<file path="config.mk">
export PLATFORM = sky130hd
export DESIGN_NAME = ether_tx_feeder
export DESIGN_NICKNAME = d
export VERILOG_FILES = /design/src/rtl/ether_tx_pkg.sv /design/src/rtl/etx_cmd_issuer.sv /design/src/rtl/ether_tx_feeder.sv
export SDC_FILE = /design/constraint.sdc
export NUM_CORES = 1
export LEC_CHECK = 0
export ABC_AREA = 1
export BUFFER_PORTS_ARGS = -buffer_cell sky130_fd_sc_hd__buf_2
export CAP_MARGIN = 20
export CORE_MARGIN = 1
export CORE_UTILIZATION = 63
export CTS_CLUSTER_DIAMETER = 150
export DETAILED_ROUTE_END_ITERATION = 12
export PLACE_DENSITY_LB_ADDON = 0.12
export SLEW_MARGIN = 10
export SYNTH_ARGS = -nofsm -noshare
export SYNTH_HDL_FRONTEND = slang
export SYNTH_HIERARCHICAL = 1
export SYNTH_SLANG_ARGS = --single-unit
</file>
<file path="constraint.sdc">
create_clock -name etx_clk -period 2.6 [get_ports etx_clk]
set_input_delay 0 -clock etx_clk [delete_from_list [all_inputs] [get_ports etx_clk]]
set_output_delay 0 -clock etx_clk [all_outputs]
set_load 0.05 [all_outputs]
</file>
<file path="src/rtl/ether_tx_pkg.sv">
// ether_tx_pkg: transmitter command codes, frame limits and feeder states (S_PAD exists only with ETXF_PAD_EN)
package ether_tx_pkg;
  localparam logic [3:0] ETX_CMD_SETSIZE = 4'd1;
  localparam logic [3:0] ETX_CMD_SETDATA = 4'd2;
  localparam logic [3:0] ETX_CMD_SEND = 4'd3;
  localparam logic [3:0] ETX_CMD_SETXOR = 4'd4;
  localparam int MIN_FRAME_WORDS = 15;
  typedef enum logic [2:0] {
    S_INIT,
    S_COLLECT,
    S_WRWORD,
    S_SIZE,
`ifdef ETXF_PAD_EN
    S_SEND,
    S_PAD
`else
    S_SEND
`endif
  } feeder_state_t;
endpackage

</file>
<file path="src/rtl/etx_cmd_issuer.sv">
// etx_cmd_issuer: toggle-ready command handshake with strobe holdoff between commands
module etx_cmd_issuer #(
  parameter int CMD_HOLDOFF = 1
) (
  input  logic        clk,
  input  logic        rst_n,
  input  logic        req,
  input  logic [3:0]  cmd,
  input  logic [31:0] data,
  input  logic        etx_ready,
  output logic        etx_cs,
  output logic [3:0]  etx_cmd,
  output logic [31:0] etx_data,
  output logic        done
);
  logic       ref_q;
  logic [7:0] hold;
  assign done = etx_cs && (etx_ready != ref_q);
  always_ff @(posedge clk or negedge rst_n)
    if (!rst_n) begin
      etx_cs <= 1'b0;
      etx_cmd <= 4'd0;
      etx_data <= 32'd0;
      ref_q <= 1'b0;
      hold <= 8'd0;
    end else if (etx_cs) begin
      if (done) begin
        etx_cs <= 1'b0;
        hold <= 8'(CMD_HOLDOFF);
      end
    end else if (hold > 8'd1) begin
      hold <= hold - 8'd1;
    end else if (req) begin
      etx_cs <= 1'b1;
      etx_cmd <= cmd;
      etx_data <= data;
      ref_q <= etx_ready;
      hold <= 8'd0;
    end
endmodule

</file>
<file path="src/rtl/ether_tx_feeder.sv">
// ether_tx_feeder: packs a byte stream into 32-bit words and drives the MII transmitter command port (ETXF_PAD_EN pads short frames to 15 words)
module ether_tx_feeder
  import ether_tx_pkg::*;
#(
  parameter int MAX_WORDS = 380,
  parameter int CMD_HOLDOFF = 1
) (
  input  logic        etx_clk,
  input  logic        etx_rst_n,
  input  logic        in_valid,
  input  logic [7:0]  in_data,
  input  logic        in_last,
  output logic        in_ready,
  output logic        etx_cs,
  output logic [3:0]  etx_cmd,
  output logic [31:0] etx_data,
  input  logic        etx_ready,
  output logic        busy,
  output logic        frame_done,
  output logic        err_oversize
);
  feeder_state_t state;
  logic [8:0]    wc;
  logic [1:0]    bi;
  logic [31:0]   pack;
  logic          last_q;
  logic          req;
  logic          done;
  logic          is_data;
  logic [3:0]    cmd;
  logic [31:0]   data;
`ifdef ETXF_PAD_EN
  assign is_data = state == S_WRWORD || state == S_PAD;
`else
  assign is_data = state == S_WRWORD;
`endif
  always_comb begin
    req = state != S_COLLECT;
    cmd = is_data ? ETX_CMD_SETDATA : state == S_SEND ? ETX_CMD_SEND : ETX_CMD_SETSIZE;
    data = state == S_WRWORD ? pack : state == S_SIZE ? {23'b0, wc} : 32'b0;
  end
  always_ff @(posedge etx_clk or negedge etx_rst_n)
    if (!etx_rst_n) begin
      state <= S_INIT;
      wc <= 9'd0;
      bi <= 2'd0;
      pack <= 32'd0;
      last_q <= 1'b0;
      in_ready <= 1'b0;
      busy <= 1'b0;
      frame_done <= 1'b0;
      err_oversize <= 1'b0;
    end else begin
      frame_done <= 1'b0;
      case (state)
        S_INIT:
          if (done) begin
            state <= S_COLLECT;
            wc <= 9'd0;
            bi <= 2'd0;
            in_ready <= 1'b1;
          end
        S_COLLECT:
          if (in_valid && in_ready) begin
            busy <= 1'b1;
            if (!busy) err_oversize <= 1'b0;
            if (wc == 9'(MAX_WORDS)) begin
              err_oversize <= 1'b1;
              if (in_last) begin
                state <= S_SIZE;
                in_ready <= 1'b0;
              end
            end else begin
              pack <= bi == 2'd0 ? 32'(in_data) : pack | (32'(in_data) << {bi, 3'b000});
              bi <= bi + 2'd1;
              last_q <= in_last;
              if (bi == 2'd3 || in_last) begin
                state <= S_WRWORD;
                in_ready <= 1'b0;
              end
            end
          end
        S_WRWORD:
          if (done) begin
            wc <= wc + 9'd1;
            bi <= 2'd0;
            if (!last_q) begin
              state <= S_COLLECT;
              in_ready <= 1'b1;
            end
`ifdef ETXF_PAD_EN
            else if (wc + 9'd1 < 9'(MIN_FRAME_WORDS)) state <= S_PAD;
`endif
            else state <= S_SIZE;
          end
`ifdef ETXF_PAD_EN
        S_PAD:
          if (done) begin
            wc <= wc + 9'd1;
            if (wc + 9'd1 >= 9'(MIN_FRAME_WORDS)) state <= S_SIZE;
          end
`endif
        S_SIZE:
          if (done) state <= S_SEND;
        S_SEND:
          if (done) begin
            frame_done <= 1'b1;
            busy <= 1'b0;
            state <= S_INIT;
          end
        default: state <= S_INIT;
      endcase
    end
  etx_cmd_issuer #(.CMD_HOLDOFF(CMD_HOLDOFF)) u_issuer (
    .clk(etx_clk),
    .rst_n(etx_rst_n),
    .req(req),
    .cmd(cmd),
    .data(data),
    .etx_ready(etx_ready),
    .etx_cs(etx_cs),
    .etx_cmd(etx_cmd),
    .etx_data(etx_data),
    .done(done)
  );
endmodule

</file>
; Word level (Yosys, flattened, before mapping)
; Index checks and enable logic that the tools add are counted.
[classes]
n_lt_le_gt_ge = 1
addsub = 3
n_shift = 1
reduce_logical = 20
muxes = 45
n_bitwise = 4
eq_ne = 20
[ops]
columns = cell, n
row1 = $mux W32, 2
row2 = $mux W8, 4
row3 = $or A32 B32 Y32, 1
row4 = $shl A8 B5 Y32, 1
row5 = $mux W9, 3
row6 = $mux W3, 8
row7 = $pmux W9 S2, 1
row8 = $mux W1, 17
row9 = $ne A2 B2 Y1 const B, 8
row10 = $pmux W3 S5, 1
row11 = $reduce_and A3 Y1, 5
row12 = $reduce_and A7 Y1, 2
row13 = $mux W2, 6
row14 = $add A9 B1 Y9 const B, 1
row15 = $eq A9 B9 Y1 const B, 1
row16 = $gt A8 B1 Y1 const B, 1
row17 = $sub A8 B1 Y8 const B, 1
row18 = $eq A3 B2 Y1 const B, 2
row19 = $ne A3 B3 Y1 const B, 2
row20 = $reduce_bool A2 Y1, 3
row21 = $reduce_bool A3 Y1, 2
row22 = $ne A2 B1 Y1 const B, 2
row23 = $pmux W2 S2, 1
row24 = $reduce_and A4 Y1, 1
row25 = 15 further kinds, 18
[totals]
input_bits = 13
out_inout_bits = 41
wordCells = 108
register_bits = 97

; Logic depth before layout (Yosys ltp)
; Gate-level depths: netlist (run 1).
[depth]
ltp_word = 6
ltp_mapped = 11
mapped_depth_nobuf = 11

; Hierarchy
; The synthesis (run 1) kept the hierarchy.
[modules_own_cells]
columns = module, cells_each, seq_area_each_um2, area_each_um2, instances
row1 = ether_tx_feeder, 366, 1276.2, 2780.2, 1
row2 = etx_cmd_issuer, 243, 1151.1, 2138.3, 1

; Worst setup path after synthesis (run 1)
; Ideal clock, no wire load.
[synth_path]
kind = register to register
start = reg u_issuer.etx_cs
end = reg wc[4]
path_stages_with_launch = 8
path_slack_ps = 826
period_less_slack_ps = 1774
arrival_time_ps = 1653
setup_time_ps = 121
required_time_ps = 2479
n_path_buf = 0
path_cell_list = dfrtp_1 > inv_1 > nor2_1 > nand2_1 > inv_1 > nand3_1 > o21ai_0 > nor2_1
[synth_between]
elab_chain_cells = 3
elab_cells_between_ends = 4
cone_classes = eq/ne (2) / reduce/logical (2)
[synth_rtl]
columns = element, line
row1 = start: declaration, etx_cmd_issuer.sv:11  ; output logic etx_cs,
row2 = start signal: assignment, etx_cmd_issuer.sv:21  ; etx_cs <= 1'b0;
row3 = start signal: assignment, etx_cmd_issuer.sv:28  ; etx_cs <= 1'b0;
row4 = start signal: assignment, etx_cmd_issuer.sv:34  ; etx_cs <= 1'b1;
row5 = $logic_and A1 B1 Y1 (*), etx_cmd_issuer.sv:18  ; assign done = etx_cs && (etx_ready != ref_q);
row6 = net done, ether_tx_feeder.sv:28  ; logic done;
row7 = $ne A2 B2 Y1 (no line), n/a
row8 = $reduce_and A3 Y1 (no line) (*), n/a
row9 = end signal: assignment, ether_tx_feeder.sv:85  ; wc <= wc + 9'd1;
row10 = end: declaration, ether_tx_feeder.sv:23  ; logic [8:0] wc;
; The timed path passes the listed nets; every way through them passes the cells marked *.
; A chain may end at the register's enable or synchronous reset.

; Worst setup path in the final report (run 1)
[layout_path]
start = reg bi[1]
end = reg pack[2]
[layout_between]
elab_chain_cells = 3
elab_cells_between_ends = 4
cone_classes = shift (1) / mux (1) / bitwise (1) / reduce/logical (1)
[layout_rtl]
columns = element, line
row1 = start: declaration, ether_tx_feeder.sv:24  ; logic [1:0] bi;
row2 = start signal: assignment, ether_tx_feeder.sv:75  ; bi <= bi + 2'd1;
row3 = $shl A8 B5 Y32, ether_tx_feeder.sv:74  ; pack <= bi == 2'd0 ? 32'(in_data) : pack | (32'(in_data) << {bi, 3'b000});
row4 = $or A32 B32 Y32, ether_tx_feeder.sv:74
row5 = $mux W32 (*), ether_tx_feeder.sv:74
row6 = end signal: assignment, ether_tx_feeder.sv:74
row7 = end: declaration, ether_tx_feeder.sv:25  ; logic [31:0] pack;
; Every way passes the cells marked *; elsewhere a longest branch is shown, timed or not.

==> flow_metrics.py, run 1 <==
metrics = {
    "die": {
        "die-area_um2": 8160,
        "die_h_um": 90.4,
        "die_w_um": 90.4,
        "ioPinCount": 54,
        "rows": 31,
        "initial_core_util": 0.664,
        "core_um2": 7410,
    },
    "drt": {
        "wire_per_inst_um": 12.7,
        "ant_nets": 0,
        "routed_wl_um": 9850,
        "drtIter0Drc": 166,
        "first_pass_iters": 5,
        "drc": 0,
        "viasPerCell": 5.11,
        "vias": 3968,
    },
    "synth": {
        "ys_warn_count": 6,
        "ys_types": 34,
        "synth-seq-cells": 97,
        "yosys-top-cells-area": "dfrtp_1, nand2_1, inv_1",
        "syn_inst": 609,
        "syn_area_um2": 4920,
        "syn_avg_cell_area_um2": 8.08,
        "yosysSeqAreaShare": 0.494,
        "synth_area_leader_cell": "dfrtp_1",
        "synth_top_area_frac": 0.494,
    },
    "grt": {
        "grt-ovfl-total": 0,
        "grt_pass1_vias": 3838,
        "antenna_found_initial": 0,
        "grt_util_all_layers": 0.259,
        "grt_pass1_wl_um": 17100,
        "grt_max_degree": 65,
    },
    "min_path": {
        "holdPathStages": 3,
        "hold_path_class": "in2reg",
        "min_to": "err_oversize",
        "hp-start": "in_valid",
    },
    "clocking": {
        "cts_buffer_depth": 2,
        "cts_buffers": 9,
        "path_clk_slew_ps": 100,
        "root_buffer": "clkbuf_8",
        "cts_tree": "built",
        "htreeDepth": 3,
        "cts.sinks": 97,
        "worstSkewPairLatency_ps": 360,
        "post_cts_resized": 0,
        "post_cts_buffers": 0,
    },
    "critical_path": {
        "worstSetupEndpointType": "register",
        "crit_type": "reg2reg",
        "timing.critical_path.slowest_stage_cell": "dfrtp_1",
        "path_buf_inv": 3,
        "critPathArrivalTime_ps": 2380,
        "crit_path_max_fanout": 25,
        "reg2reg_to": "pack[2]",
        "required_ps": 2880,
        "crit_chain": "clkinv_1 -> ha_1 -> inv_1 -> nor2_8 -> inv_4 -> nor2_1 -> a21oi_1",
        "rr_worst_depth": 7,
        "cp_top_family": "buffers and inverters",
        "r2r_setup_slack_ps": 500,
        "slowest_delay_ps": 580,
        "crit-reg2reg-launch": "bi[1]",
        "critPathLaunchType": "register",
        "worst-path-stages": 7,
    },
    "timing": {
        "clock.fmax_mhz": 476,
        "min_period_ps": 2100,
        "slew_violations": 0,
        "tns_ps": 0,
        "clock_skew_ps": 13.7,
        "setup_viol": 0,
        "relSlewSlack": 0.533,
        "hold_violations": 0,
        "min_period_over_period": 0.807,
        "tightest_slew_ps": 701,
        "rsz0062_at_grt": "no",
    },
    "pwr": {
        "power.leakage_uw": 0.00283,
        "seqPwrFrac": 0.373,
        "power_frac_clock": 0.141,
        "intPower_uw": 3410,
        "power_uw": 6820,
        "combPwrFrac": 0.486,
        "power.switching_uw": 3420,
        "p_per_area_nw_per_um2": 1230,
        "switching_share": 0.501,
        "ir_drop_mv": 0.893,
    },
    "outcome": {
        "status": "finished clean",
    },
    "placed_design": {
        "io_buffers": 53,
        "gp_congestion": 0.863,
        "dpl.hpwl_um": 7070,
    },
    "cells_and_area": {
        "drive_gt1_frac": 0.167,
        "design.final.nets": 691,
        "area_growth_syn_to_layout_pct": 12.4,
        "antenna_cells": 0,
    },
    "job": {
        "maxCapViolations": 0,
    },
}
==> timing repair <==
item	in CTS	in global routing
hold buffers	11	0
hold endpoints to repair	63	0
endpoints found under the setup margin	0	0
==> through the flow <==
| step | instance area (um^2) | instances | utilization | hold WS (ps) | setup WS [ps] |
|---|---|---|---|---|---|
| 4_1_cts | 5530 | 776 | 0.746 | 70.7 | 510 |
| 6_report | 5530 | 776 | 0.746 | 84.5 | 501 |
| 3_5_place_dp | 5220 | 749 | 0.705 | 91.3 | 540 |
| 2_1_floorplan | 4920 | 610 | - | -296 | 826 |
| 3_3_place_gp | 5220 | 749 | 0.705 | 87.3 | 620 |
| 5_1_grt | 5530 | 776 | 0.746 | 108 | 314 |
==> how the worst max path moves through the flow <==
stage / startpoint / to
2_1_floorplan: u_issuer/etx_cs / wc[4]
3_3_place_gp: bi[1] / pack[2]
3_5_place_dp: bi[1] / pack[2]
4_1_cts: bi[1] / pack[2]
5_1_grt: bi[1] / pack[2]
6_report: bi[1] / pack[2]
==> cells by family (layout without fill, tap and decap cells) <==
family	Yosys count	after routing	share of synthesized area
simple gates	254	254	0.231
other cells	1	2	0.000762
fa+ha+maj	6	6	0.0153
xor+xnor	3	3	0.00534
flops	97	97	0.494
buf+inv	137	204	0.121
compound gates	111	111	0.133
==> tightest hold or removal path, stage by stage <==
cell,delay (ps)
buf_2,100
nand2_1,210
o31ai_1,100
==> final cells by class <==
class                   instances  area (um^2)
clock buffers                   9          124
fillers                       582         1880
multi-input cells             376         1900
repair buffers                 68          420
clock inverters                 7         75.1
flip-flops and latches         97         2430
well taps                      99          124
inverters                     120          458
==> layout by cell type, fill, tap and decap left out, types with 4 or more instances in the layout <==
| master | n |
|---|---|
| nand3_1 | 21 |
| inv_1 | 114 |
| dfrtp_1 | 97 |
| dlygate4sd3_1 | 11 |
| ha_1 | 6 |
| o21ai_0 | 35 |
| a21oi_1 | 35 |
| nand4_1 | 9 |
| o22ai_1 | 7 |
| o21ai_2 | 20 |
| nor2_1 | 64 |
| nand2_1 | 143 |
| nor2_4 | 4 |
| buf_2 | 52 |
| o21ai_1 | 11 |
| buf_4 | 4 |
| clkbuf_8 | 9 |
==> sequential cells by signal, summed over array words and instances (netlist names) <==
name	cells
bi	2
u_issuer/ref_q	1
last_q	1
err_oversize	1
u_issuer/etx_cs	1
u_issuer/etx_cmd	4
u_issuer/etx_data	32
wc	9
u_issuer/hold	8
in_ready	1
state	3
busy	1
frame_done	1
pack	32
==> per-layer routing <==
metal,track usage,part of all wire
met1,0.355,0.46
met2,0.433,0.49
met3,0.0303,0.038
met4,0.0833,0.013
met5,0,0
==> synthesized netlist by cell type, drive strengths merged <==
| library cell | instances |
|---|---|
| nand2 | 146 |
| inv | 119 |
| dfrtp | 97 |
| nor2 | 72 |
| o21ai | 66 |
| a21oi | 36 |
| nand3 | 23 |
| buf | 12 |
| nand4 | 9 |
| o22ai | 7 |
| ha | 6 |
| clkbuf | 5 |
| nor3 | 3 |
| xor2 | 3 |
| o31ai | 2 |
| clkinv | 1 |
| conb | 1 |
| or2 | 1 |
==> power groups by stage <==
| stage | Sequential, uW | Clock (uW) | Combinational (uW) |
|---|---|---|---|
| finish | 2540 | 962 | 3320 |
| global route | 2620 | 1050 | 3650 |
| CTS | 2540 | 990 | 3330 |
| detailed placement | 2570 | 0 | 3310 |
| global placement | 2540 | 0 | 3210 |
| floorplan | 3440 | 0 | 1710 |
(Power assumes the default switching activity.)
==> inputs of run 2 (changes only) <==
--- a/config.mk
+++ b/config.mk
@@ -9,7 +9,7 @@
 export BUFFER_PORTS_ARGS = -buffer_cell sky130_fd_sc_hd__buf_2
 export CAP_MARGIN = 20
 export CORE_MARGIN = 1
-export CORE_UTILIZATION = 63
+export CORE_UTILIZATION = 59
 export CTS_CLUSTER_DIAMETER = 150
 export DETAILED_ROUTE_END_ITERATION = 12
 export PLACE_DENSITY_LB_ADDON = 0.12
==> constraint.sdc (replaced) <==
create_clock -name etx_clk -period 2 [get_ports etx_clk]
set_input_delay 0 -clock etx_clk [delete_from_list [all_inputs] [get_ports etx_clk]]
set_output_delay 0 -clock etx_clk [all_outputs]
set_load 0.05 [all_outputs]
==> flow_metrics.py, run 2 (synthesized netlist as in run 1, its figures left out) <==
metrics = {
    "outcome": {
        "status": "finished clean",
    },
    "critical_path": {
        "crit-reg2reg-launch": "wc[0]",
        "required_ps": 2280,
        "rr_worst_depth": 10,
        "r2r_setup_slack_ps": 190,
        "crit_path_max_fanout": 25,
        "critPathLaunchType": "register",
        "critPathArrivalTime_ps": 2100,
        "worstSetupEndpointType": "register",
        "reg2reg_to": "pack[1]",
        "crit_type": "reg2reg",
    },
    "grt": {
        "grt_util_all_layers": 0.251,
        "grt-ovfl-total": 0,
        "grt_pass1_wl_um": 17000,
        "antenna_found_initial": 0,
        "grt_max_degree": 60,
        "grt_pass1_vias": 3842,
    },
    "cells_and_area": {
        "final_cell_mix": "nand2_1, inv_1, dfrtp_1",
        "final_common_cell": "nand2_1",
        "area_growth_syn_to_layout_pct": 13.5,
        "fillers": 627,
        "antenna_cells": 0,
        "drive_gt1_frac": 0.172,
        "reg_top3": "pack x32, u_issuer/etx_data x32, wc x9",
        "design.final.nets": 695,
    },
    "clocking": {
        "cts_buffer_depth": 2,
        "ctsHoldBuffers": 11,
        "cts_buffers": 9,
        "path_clk_slew_ps": 100,
        "post_cts_buffers": 0,
        "root_buffer": "clkbuf_8",
        "cts.sinks": 97,
        "worstSkewPairLatency_ps": 370,
        "post_cts_resized": 0,
        "htreeDepth": 3,
        "cts_tree": "built",
    },
    "placed_design": {
        "post-place-ws_ps": 213,
        "io_buffers": 53,
        "gp_congestion": 0.872,
        "dpl.hpwl_um": 7090,
    },
    "die": {
        "ioPinCount": 54,
        "die_h_um": 93.3,
        "initial_core_util": 0.624,
        "die_w_um": 93.3,
        "die-area_um2": 8710,
        "core_um2": 7890,
        "rows": 32,
    },
    "min_path": {
        "hold_path_class": "in2reg",
        "holdPathStages": 3,
        "hp-start": "in_valid",
        "min_to": "err_oversize",
    },
    "job": {
        "maxCapViolations": 0,
    },
    "timing": {
        "clock_skew_ps": 14.7,
        "rsz0062_at_grt": "no",
        "hold_violations": 0,
        "fin_ws_ps": 187,
        "tns_ps": 0,
        "relSlewSlack": 0.647,
        "tightest_slew_ps": 528,
        "setup_viol": 0,
        "min_period_ps": 1810,
        "clock.fmax_mhz": 551,
        "slew_violations": 0,
        "min_period_over_period": 0.907,
    },
    "drt": {
        "vias": 3992,
        "drc": 0,
        "first_pass_iters": 5,
        "drtIter0Drc": 197,
        "wire_per_inst_um": 12.8,
        "routed_wl_um": 9990,
        "viasPerCell": 5.10,
        "ant_nets": 0,
    },
    "pwr": {
        "power.leakage_uw": 0.00286,
        "p_per_area_nw_per_um2": 1610,
        "ir_drop_mv": 0.651,
    },
}
run 2: worst max-delay path by stage:
stage | start | to | slack [ps]
final | wc[0] | pack[1] | 190
after global routing | wc[0] | pack[3] | 20
after detailed placement | wc[0] | pack[7] | 210
after CTS | wc[0] | pack[1] | 190
after floorplan | u_issuer/etx_cs | wc[4] | 230
after global placement | wc[0] | pack[2] | 270
run 2: layer usage:
layer,vias up,share of wire,track usage
li1,2015,-,-
met1,1891,0.46,0.341
met2,72,0.49,0.413
met3,14,0.035,0.0325
met4,0,0.018,0.0962
met5,-,0,0
run 2: per-stage QoR:
step           hold slack (ps)  utilization  area, um^2  total power [uW]  cells
2_1_floorplan             -296            -        4920              6690    610
3_3_place_gp              5.58        0.668        5270              7540    756
3_5_place_dp              11.6        0.668        5270              7690    756
4_1_cts                   59.1        0.708        5580              9020    783
5_1_grt                   66.9        0.708        5580              9630    783
6_report                  65.4        0.708        5580              8980    783
run 2: where the power goes:
group	internal, uW	leakage, uW	total (uW)	switching, uW
logic	1200	0.00150	4380	3180
clock network	614	0.0000985	1310	693
registers	2780	0.00126	3290	510
run 2: cell type report:
| cell class | count | area (um^2) | share of cell area |
|---|---|---|---|
| flip-flops and latches | 97 | 2430 | 0.435 |
| repair buffers | 72 | 463 | 0.0829 |
| multi-input cells | 376 | 1900 | 0.341 |
| clock buffers | 10 | 138 | 0.0247 |
| well taps | 102 | 128 | 0.0229 |
| inverters | 120 | 458 | 0.0820 |
| clock inverters | 6 | 67.6 | 0.0121 |
run 2: critical path, cell delays in order (launching register included):
cell	delay, ps
dfrtp_1	410
inv_1	130
ha_1	160
nand2_1	50
nor2_1	270
nand2_4	150
nand2_8	160
nor2_8	100
inv_4	120
nor2_1	50
a21oi_1	120
==> inputs of run 3 (changes only) <==
--- a/config.mk
+++ b/config.mk
@@ -9,8 +9,9 @@
 export BUFFER_PORTS_ARGS = -buffer_cell sky130_fd_sc_hd__buf_2
 export CAP_MARGIN = 20
 export CORE_MARGIN = 1
-export CORE_UTILIZATION = 59
+export CORE_UTILIZATION = 63
 export CTS_CLUSTER_DIAMETER = 150
+export CTS_CLUSTER_SIZE = 12
 export DETAILED_ROUTE_END_ITERATION = 12
 export PLACE_DENSITY_LB_ADDON = 0.12
 export SLEW_MARGIN = 10
==> constraint.sdc (replaced) <==
create_clock -name etx_clk -period 2.17 [get_ports etx_clk]
set_input_delay 0 -clock etx_clk [delete_from_list [all_inputs] [get_ports etx_clk]]
set_output_delay 0 -clock etx_clk [all_outputs]
set_load 0.05 [all_outputs]
==> flow_metrics.py, run 3 (synthesized netlist as in run 1, its figures left out) <==
metrics = {
    "grt": {
        "grt_max_degree": 68,
        "antenna_found_initial": 0,
        "grt-ovfl-total": 0,
        "grt_pass1_wl_um": 17200,
        "grt_util_all_layers": 0.263,
        "grt_pass1_vias": 3788,
    },
    "clocking": {
        "cts_tree": "built",
        "cts_buffers": 9,
        "post_cts_resized": 0,
        "post_cts_buffers": 0,
        "cts_buffer_depth": 2,
        "worstSkewPairLatency_ps": 360,
        "htreeDepth": 3,
        "root_buffer": "clkbuf_8",
        "ctsHoldBuffers": 11,
        "path_clk_slew_ps": 100,
        "cts.sinks": 97,
    },
    "timing": {
        "hold_violations": 0,
        "setup_viol": 0,
        "clock_skew_ps": 8.49,
        "slew_violations": 0,
        "hold_ws_ps": 97.5,
        "clock.fmax_mhz": 517,
        "rsz0062_at_grt": "no",
        "tns_ps": 0,
        "min_period_ps": 1930,
        "min_period_over_period": 0.891,
    },
    "job": {
        "maxCapViolations": 0,
    },
    "die": {
        "rows": 31,
        "die-area_um2": 8160,
        "die_h_um": 90.4,
        "die_w_um": 90.4,
        "core_um2": 7410,
        "initial_core_util": 0.664,
        "ioPinCount": 54,
    },
    "cells_and_area": {
        "final_common_cell": "nand2_1",
        "fillers": 564,
        "multiInputGateArea_um2": 1900,
        "register_area_um2": 2430,
        "drive_gt1_frac": 0.171,
        "final_cell_mix": "nand2_1, inv_1, dfrtp_1",
        "reg_top3": "pack x32, u_issuer/etx_data x32, wc x9",
        "area_growth_syn_to_layout_pct": 12.7,
        "fin_area_um2": 5550,
        "antenna_cells": 0,
        "design.final.nets": 694,
    },
    "critical_path": {
        "worstSetupEndpointType": "register",
        "critPathLaunchType": "register",
        "crit_type": "reg2reg",
        "critPathArrivalTime_ps": 2190,
        "required_ps": 2420,
        "r2r_setup_slack_ps": 240,
        "rr_worst_depth": 7,
        "reg2reg_to": "pack[6]",
        "crit-reg2reg-launch": "bi[0]",
        "crit_path_max_fanout": 25,
    },
    "drt": {
        "viasPerCell": 5.07,
        "drc": 0,
        "first_pass_iters": 7,
        "wire_per_inst_um": 12.5,
        "drtIter0Drc": 184,
        "ant_nets": 0,
        "routed_wl_um": 9760,
        "vias": 3951,
    },
    "pwr": {
        "power.leakage_uw": 0.00284,
        "p_per_area_nw_per_um2": 1470,
        "ir_drop_mv": 0.730,
    },
    "outcome": {
        "status": "finished clean",
    },
    "placed_design": {
        "dpl.hpwl_um": 7020,
        "placed_area_um2": 5260,
        "gp_congestion": 0.896,
        "io_buffers": 53,
    },
    "min_path": {
        "hold_path_class": "in2async",
    },
}
## run 3: worst max path at each step
stage                          startpoint  endpoint  cells after the start
after CTS                           bi[0]   pack[0]                      7
after detailed placement            bi[0]   pack[0]                      7
after floorplan           u_issuer/etx_cs     wc[4]                      7
after global routing                bi[0]   pack[2]                      7
final                               bi[0]   pack[6]                      7
after global placement              bi[0]   pack[2]                      7
## run 3: where the power goes
group | switching [uW] | internal, uW
Combinational | 2910 | 1100
Sequential | 478 | 2560
Clock | 647 | 427
Total | 4040 | 4090
## run 3: critical path, cell delays in order, from the launching register on
cell	delay, ps
dfrtp_1	500
inv_1	300
ha_1	210
inv_1	160
nor2_8	370
inv_4	100
nor2_1	130
a21oi_1	50
## run 3: metal layers
metal  GRT usage  part of all wire
met1       0.350              0.46
met2       0.438              0.48
met3      0.0345             0.035
met4       0.102             0.018
met5           0                 0
## run 3: layout make-up
| class | count | share of cell area |
|---|---|---|
| sequential | 97 | 0.438 |
| clock inverter | 7 | 0.0102 |
| tap | 99 | 0.0223 |
| clock buffer | 9 | 0.0223 |
| timing repair buffer | 71 | 0.0821 |
| multi-input combinational | 376 | 0.343 |
| inverter | 120 | 0.0826 |
## run 3: per-stage QoR
step	worst slack (ps)	cells	total power (uW)	utilization
final	237	779	8130	0.749
after global routing	98.4	779	8760	0.749
after CTS	244	779	8180	0.749
after detailed placement	271	752	7090	0.709
after global placement	334	752	6930	0.709
after floorplan	396	610	6160	-
